$ cat src/rtl/serial_frame_rcv.sv
// Serial framing receiver: start-edge detect, mid-bit sampling, LSB-first shift-in,
// stop-bit check and a parallel byte with ready / overrun / framing-error flags.
module serial_frame_rcv #(
  parameter int CLKS_PER_BIT = 10,
  parameter int DATA_BITS    = 8
) (
  input  logic                 clk,
  input  logic                 n_rst,
  input  logic                 serial_in,
  input  logic                 data_read,
  output logic [DATA_BITS-1:0] rx_data,
  output logic                 data_ready,
  output logic                 overrun_error,
  output logic                 framing_error,
  output logic                 busy
);

  localparam int HALF = CLKS_PER_BIT / 2;
  localparam int CW   = $clog2(CLKS_PER_BIT);
  localparam int BW   = $clog2(DATA_BITS + 1);

  localparam logic [CW-1:0] CNT_HALF = CW'(HALF - 1);
  localparam logic [CW-1:0] CNT_LAST = CW'(CLKS_PER_BIT - 1);
  localparam logic [BW-1:0] IDX_LAST = BW'(DATA_BITS - 1);

  typedef enum logic [2:0] {
    S_IDLE,
    S_START,
    S_DATA,
    S_STOP,
    S_LOAD
  } state_t;

  state_t               state_q, state_d;
  logic [CW-1:0]        cnt_q, cnt_d;
  logic [BW-1:0]        bit_idx_q, bit_idx_d;
  logic [DATA_BITS-1:0] shift_q, shift_d, shift_in;
  logic [DATA_BITS-1:0] rx_data_q, rx_data_d;
  logic                 stop_q, stop_d;
  logic                 ready_q, ready_d;
  logic                 overrun_q, overrun_d;
  logic                 ferr_q, ferr_d;
  logic                 prev_q;
  logic                 start_edge;

  assign start_edge = prev_q & ~serial_in;

  always_ff @(posedge clk or negedge n_rst) begin
    if (!n_rst) begin
      state_q   <= S_IDLE;
      cnt_q     <= '0;
      bit_idx_q <= '0;
      shift_q   <= '1;
      rx_data_q <= '1;
      stop_q    <= 1'b0;
      ready_q   <= 1'b0;
      overrun_q <= 1'b0;
      ferr_q    <= 1'b0;
      prev_q    <= 1'b1;
    end else begin
      state_q   <= state_d;
      cnt_q     <= cnt_d;
      bit_idx_q <= bit_idx_d;
      shift_q   <= shift_d;
      rx_data_q <= rx_data_d;
      stop_q    <= stop_d;
      ready_q   <= ready_d;
      overrun_q <= overrun_d;
      ferr_q    <= ferr_d;
      prev_q    <= serial_in;
    end
  end

  // Shift right with the new bit at the MSB; written this way so DATA_BITS == 1 is legal.
  always_comb begin
    shift_in                = shift_q >> 1;
    shift_in[DATA_BITS-1]   = serial_in;
  end

  always_comb begin
    state_d   = state_q;
    cnt_d     = cnt_q;
    bit_idx_d = bit_idx_q;
    shift_d   = shift_q;
    rx_data_d = rx_data_q;
    stop_d    = stop_q;
    ready_d   = ready_q;
    overrun_d = overrun_q;
    ferr_d    = ferr_q;

    if (data_read) begin
      ready_d   = 1'b0;
      overrun_d = 1'b0;
    end

    case (state_q)
      S_IDLE: begin
        if (start_edge) begin
          state_d = S_START;
          cnt_d   = '0;
        end
      end

      S_START: begin
        if (cnt_q == CNT_HALF) begin
          cnt_d     = '0;
          bit_idx_d = '0;
          state_d   = serial_in ? S_IDLE : S_DATA;
        end else begin
          cnt_d = cnt_q + CW'(1);
        end
      end

      S_DATA: begin
        if (cnt_q == CNT_LAST) begin
          shift_d   = shift_in;
          cnt_d     = '0;
          bit_idx_d = bit_idx_q + BW'(1);
          if (bit_idx_q == IDX_LAST) begin
            state_d = S_STOP;
          end
        end else begin
          cnt_d = cnt_q + CW'(1);
        end
      end

      S_STOP: begin
        if (cnt_q == CNT_LAST) begin
          stop_d  = serial_in;
          cnt_d   = '0;
          state_d = S_LOAD;
        end else begin
          cnt_d = cnt_q + CW'(1);
        end
      end

      S_LOAD: begin
        state_d = S_IDLE;
        // A bad stop bit leaves the previous payload and its flags untouched.
        if (stop_q) begin
          rx_data_d = shift_q;
          ready_d   = 1'b1;
          overrun_d = ready_q & ~data_read;
          ferr_d    = 1'b0;
        end else begin
          ready_d   = ready_q;
          overrun_d = overrun_q;
          ferr_d    = 1'b1;
        end
      end

      default: begin
        state_d = S_IDLE;
      end
    endcase
  end

  assign rx_data       = rx_data_q;
  assign data_ready    = ready_q;
  assign overrun_error = overrun_q;
  assign framing_error = ferr_q;
  assign busy          = (state_q != S_IDLE);

endmodule

$ cat config.mk
export PLATFORM = sky130hd
export DESIGN_NAME = serial_frame_rcv
export DESIGN_NICKNAME = d
export VERILOG_FILES = /design/src/rtl/serial_frame_rcv.sv
export SDC_FILE = /design/constraint.sdc
export NUM_CORES = 1
export LEC_CHECK = 0
export CORE_UTILIZATION = 54
export DETAILED_ROUTE_END_ITERATION = 8
export GPL_TIMING_DRIVEN = 1
export PLACE_DENSITY_LB_ADDON = 0.2
export SETUP_SLACK_MARGIN = 0.15
export SYNTH_ARGS = -nofsm -noshare
export SYNTH_HDL_FRONTEND = slang
export SYNTH_SLANG_ARGS = --single-unit
export TNS_END_PERCENT = 100
$ cat constraint.sdc
create_clock -name clk -period 1.8 [get_ports clk]
set_input_delay 0.36 -clock clk [delete_from_list [all_inputs] [get_ports clk]]
set_output_delay 0.36 -clock clk [all_outputs]
set_load 0.01 [all_outputs]
==> results.sh <==
export IMPL_seq_area_frac_synth=0.564
export IMPL_drtIter0Drc=18
export IMPL_hp_class="in2async"
export IMPL_setup_tns_final_ps=0
export IMPL_p_per_area_nw_per_um2=1200
export IMPL_antenna_left=0
export IMPL_synth_seq_cells=32
export IMPL_core_um2=2520
export IMPL_fmax_ghz=0.606
export IMPL_clk_pin_slew_ps=100
export IMPL_die_w_um=53.9
export IMPL_syn_area_um2=1460
export IMPL_htree_levels=2
export IMPL_numCtsBuffers=5
export IMPL_nets=153
export IMPL_fin_area_um2=1780
export IMPL_ios=16
export IMPL_min_period_over_period=0.916
export IMPL_grt_max_degree=33
export IMPL_multi_input_area_um2=624
export IMPL_placed_area_um2=1680
export IMPL_path_class="reg2reg"
export IMPL_whs_ps=398
export IMPL_post_route_min_period_ps=1650
export IMPL_ys_types=36
export IMPL_finalWirelength_um=2560
export IMPL_dp_hpwl_um=1740
export IMPL_worst_clock_skew_ps=15.0
export IMPL_cts_root_buf="clkbuf_4"
export IMPL_finalNonFillerCells=176
export IMPL_total_leakage_power_nw=0.843
export IMPL_max_vdd_ir_drop_mv=0.868
export IMPL_syn_nets=122
export IMPL_r2r_slack_ps=150
export IMPL_drv_slew=0
export IMPL_cp_data_required_time_ps=2050
export IMPL_synth_cells=114
export IMPL_tightest_slew_ps=388
export IMPL_grt_ovfl_total=0
export IMPL_start_kind="flop"
export IMPL_cts_tree="built"
export IMPL_dieHeight_um=53.9
export IMPL_maxSlewHeadroom=0.741
export IMPL_avgSynthCellArea_um2=12.8
export IMPL_clock_path_buffers=2
export IMPL_drt_wirelength_per_cell_um=14.6
export IMPL_fillCellCount=186
export IMPL_reg2regPathDepth=5
export IMPL_final_cell_mix="mux2_2, dfstp_2, dfrtp_1"
export IMPL_startpoint="state_q[2]$_DFFE_PN0P_"
export IMPL_regToRegEndpoint="cnt_q[3]$_DFFE_PN0P_"
export IMPL_first_pass_iters=4
export IMPL_syn2layout_area_growth_pct=22.4
export IMPL_seq_area_um2=823
export IMPL_antenna_found_initial=0
export IMPL_status="completed"
export IMPL_post_route_drc_count=0
export IMPL_grt_pass1_wl_um=4040
export IMPL_r2r_start="state_q[2]$_DFFE_PN0P_"
export IMPL_vias=986
export IMPL_crit_path_end_kind="flop"
export IMPL_ys_warnings_count=0
export IMPL_grtUsageTotal=0.210
export IMPL_rsz0062_at_grt="yes"
export IMPL_drive_gt1_frac=0.452
export IMPL_dp_cells=164
export IMPL_initial_core_util=0.577
export IMPL_setup_ws_ps=151
export IMPL_path_max_fanout=7
export IMPL_grt_pass1_vias=901
export IMPL_worstSkewPairLatency_ps=330
export IMPL_fp_dieArea_um2=2910
export IMPL_dp_slack_ps=32.7
export IMPL_cts_num_sinks=32
export IMPL_diodes=0
export IMPL_io_buffers=15
export IMPL_arrival_ps=1900
export IMPL_std_cell_rows=18
export IMPL_finalSetupViolCount=0
export IMPL_hold_viol=0
export IMPL_routabilityCongestion=0.781
export IMPL_viasPerCell=5.60
export IMPL_cap_viol_max_count=0
-- worst max-delay path by stage --
stage | endpoint | slack (ps)
6_report | cnt_q[3]$_DFFE_PN0P_ | 150
5_1_grt | cnt_q[3]$_DFFE_PN0P_ | 90
4_1_cts | busy | 90
3_5_place_dp | state_q[0]$_DFFE_PN0P_ | 30
3_3_place_gp | state_q[0]$_DFFE_PN0P_ | 60
2_1_floorplan | state_q[0]$_DFFE_PN0P_ | 270
-- state kept, by name, summed over array words and instances, names as in the netlist --
signal / count
bit_idx_q: 4
data_ready: 1
shift_q: 8
stop_q: 1
prev_q: 1
state_q: 3
framing_error: 1
cnt_q: 4
overrun_error: 1
rx_data: 8
-- timing repair --
| item | 4_1_cts | 5_1_grt |
|---|---|---|
| pin swaps | 1 | 1 |
| endpoints found under the setup margin | 13 | 13 |
| resized for setup | 15 | 11 |
| hold endpoints to repair | 0 | 0 |
| hold buffers | 0 | 0 |
| setup buffers | 3 | 1 |
-- cell usage after synthesis (all sizes together) --
cell type	count	area (um2)
a21oi	4	20.0
a22oi	1	7.51
a31oi	2	12.5
a32oi	1	8.76
a41oi	1	8.76
and3	1	6.26
and3b	2	18.8
buf	2	16.3
dfrtp	15	375
dfstp	17	447
ha	4	50.1
inv	5	18.8
mux2	17	191
mux2i	1	10.0
nand2	7	28.8
nand2b	3	18.8
nand3	4	20.0
nand3b	3	22.5
nand4b	1	8.76
nor2	7	28.8
nor3	1	5.00
o21ai	5	25.0
o22ai	3	46.3
o2bb2ai	1	8.76
o32ai	1	8.76
or2b	1	7.51
or3	1	7.51
or3b	3	28.8
-- critical path: stages (launching register included) --
cell     delay (ps)
dfrtp_1         410
buf_4           160
or3b_4          430
o22ai_4         210
a41oi_1         170
a31oi_1         190
-- cell type report --
class                      count  share of cell area
timing repair buffer          26               0.128
clock inverter                 1             0.00281
tap                           30              0.0211
multi-input combinational     75               0.350
clock buffer                   7              0.0253
sequential                    32               0.462
inverter                       5              0.0105
-- kinds of logic (layout without fill, tap and decap cells) --
logic type,Yosys count,count (layout),share of synthesized area
buffers and inverters,7,39,0.0241
flip-flops,32,32,0.564
AO/OA/AOI/OAI,19,19,0.101
AND/OR/NAND/NOR,34,34,0.138
adder cells (fa/ha/maj),4,4,0.0344
multiplexers,18,18,0.138
-- per-layer routing --
metal  track usage  up-vias  part of all wire
met5             0        -                 0
met4        0.0789        0            0.0051
met3         0.102        2             0.052
met2         0.335       24              0.48
met1         0.242      491              0.46
li1              -      469                 -
-- per-stage QoR --
step,utilization,power (mW)
CTS,0.691,2.10
global route,0.707,2.30
detailed placement,0.666,1.64
floorplan,-,1.44
finish,0.707,2.14
global placement,0.666,1.60
-- power breakdown --
part | internal (mW) | total [mW] | leakage, nW | switching [mW]
clock network | 0.152 | 0.377 | 0.0293 | 0.225
logic | 0.403 | 0.775 | 0.439 | 0.372
registers | 0.867 | 0.985 | 0.375 | 0.118
total | 1.42 | 2.14 | 0.843 | 0.714
(Power assumes the default switching activity.)
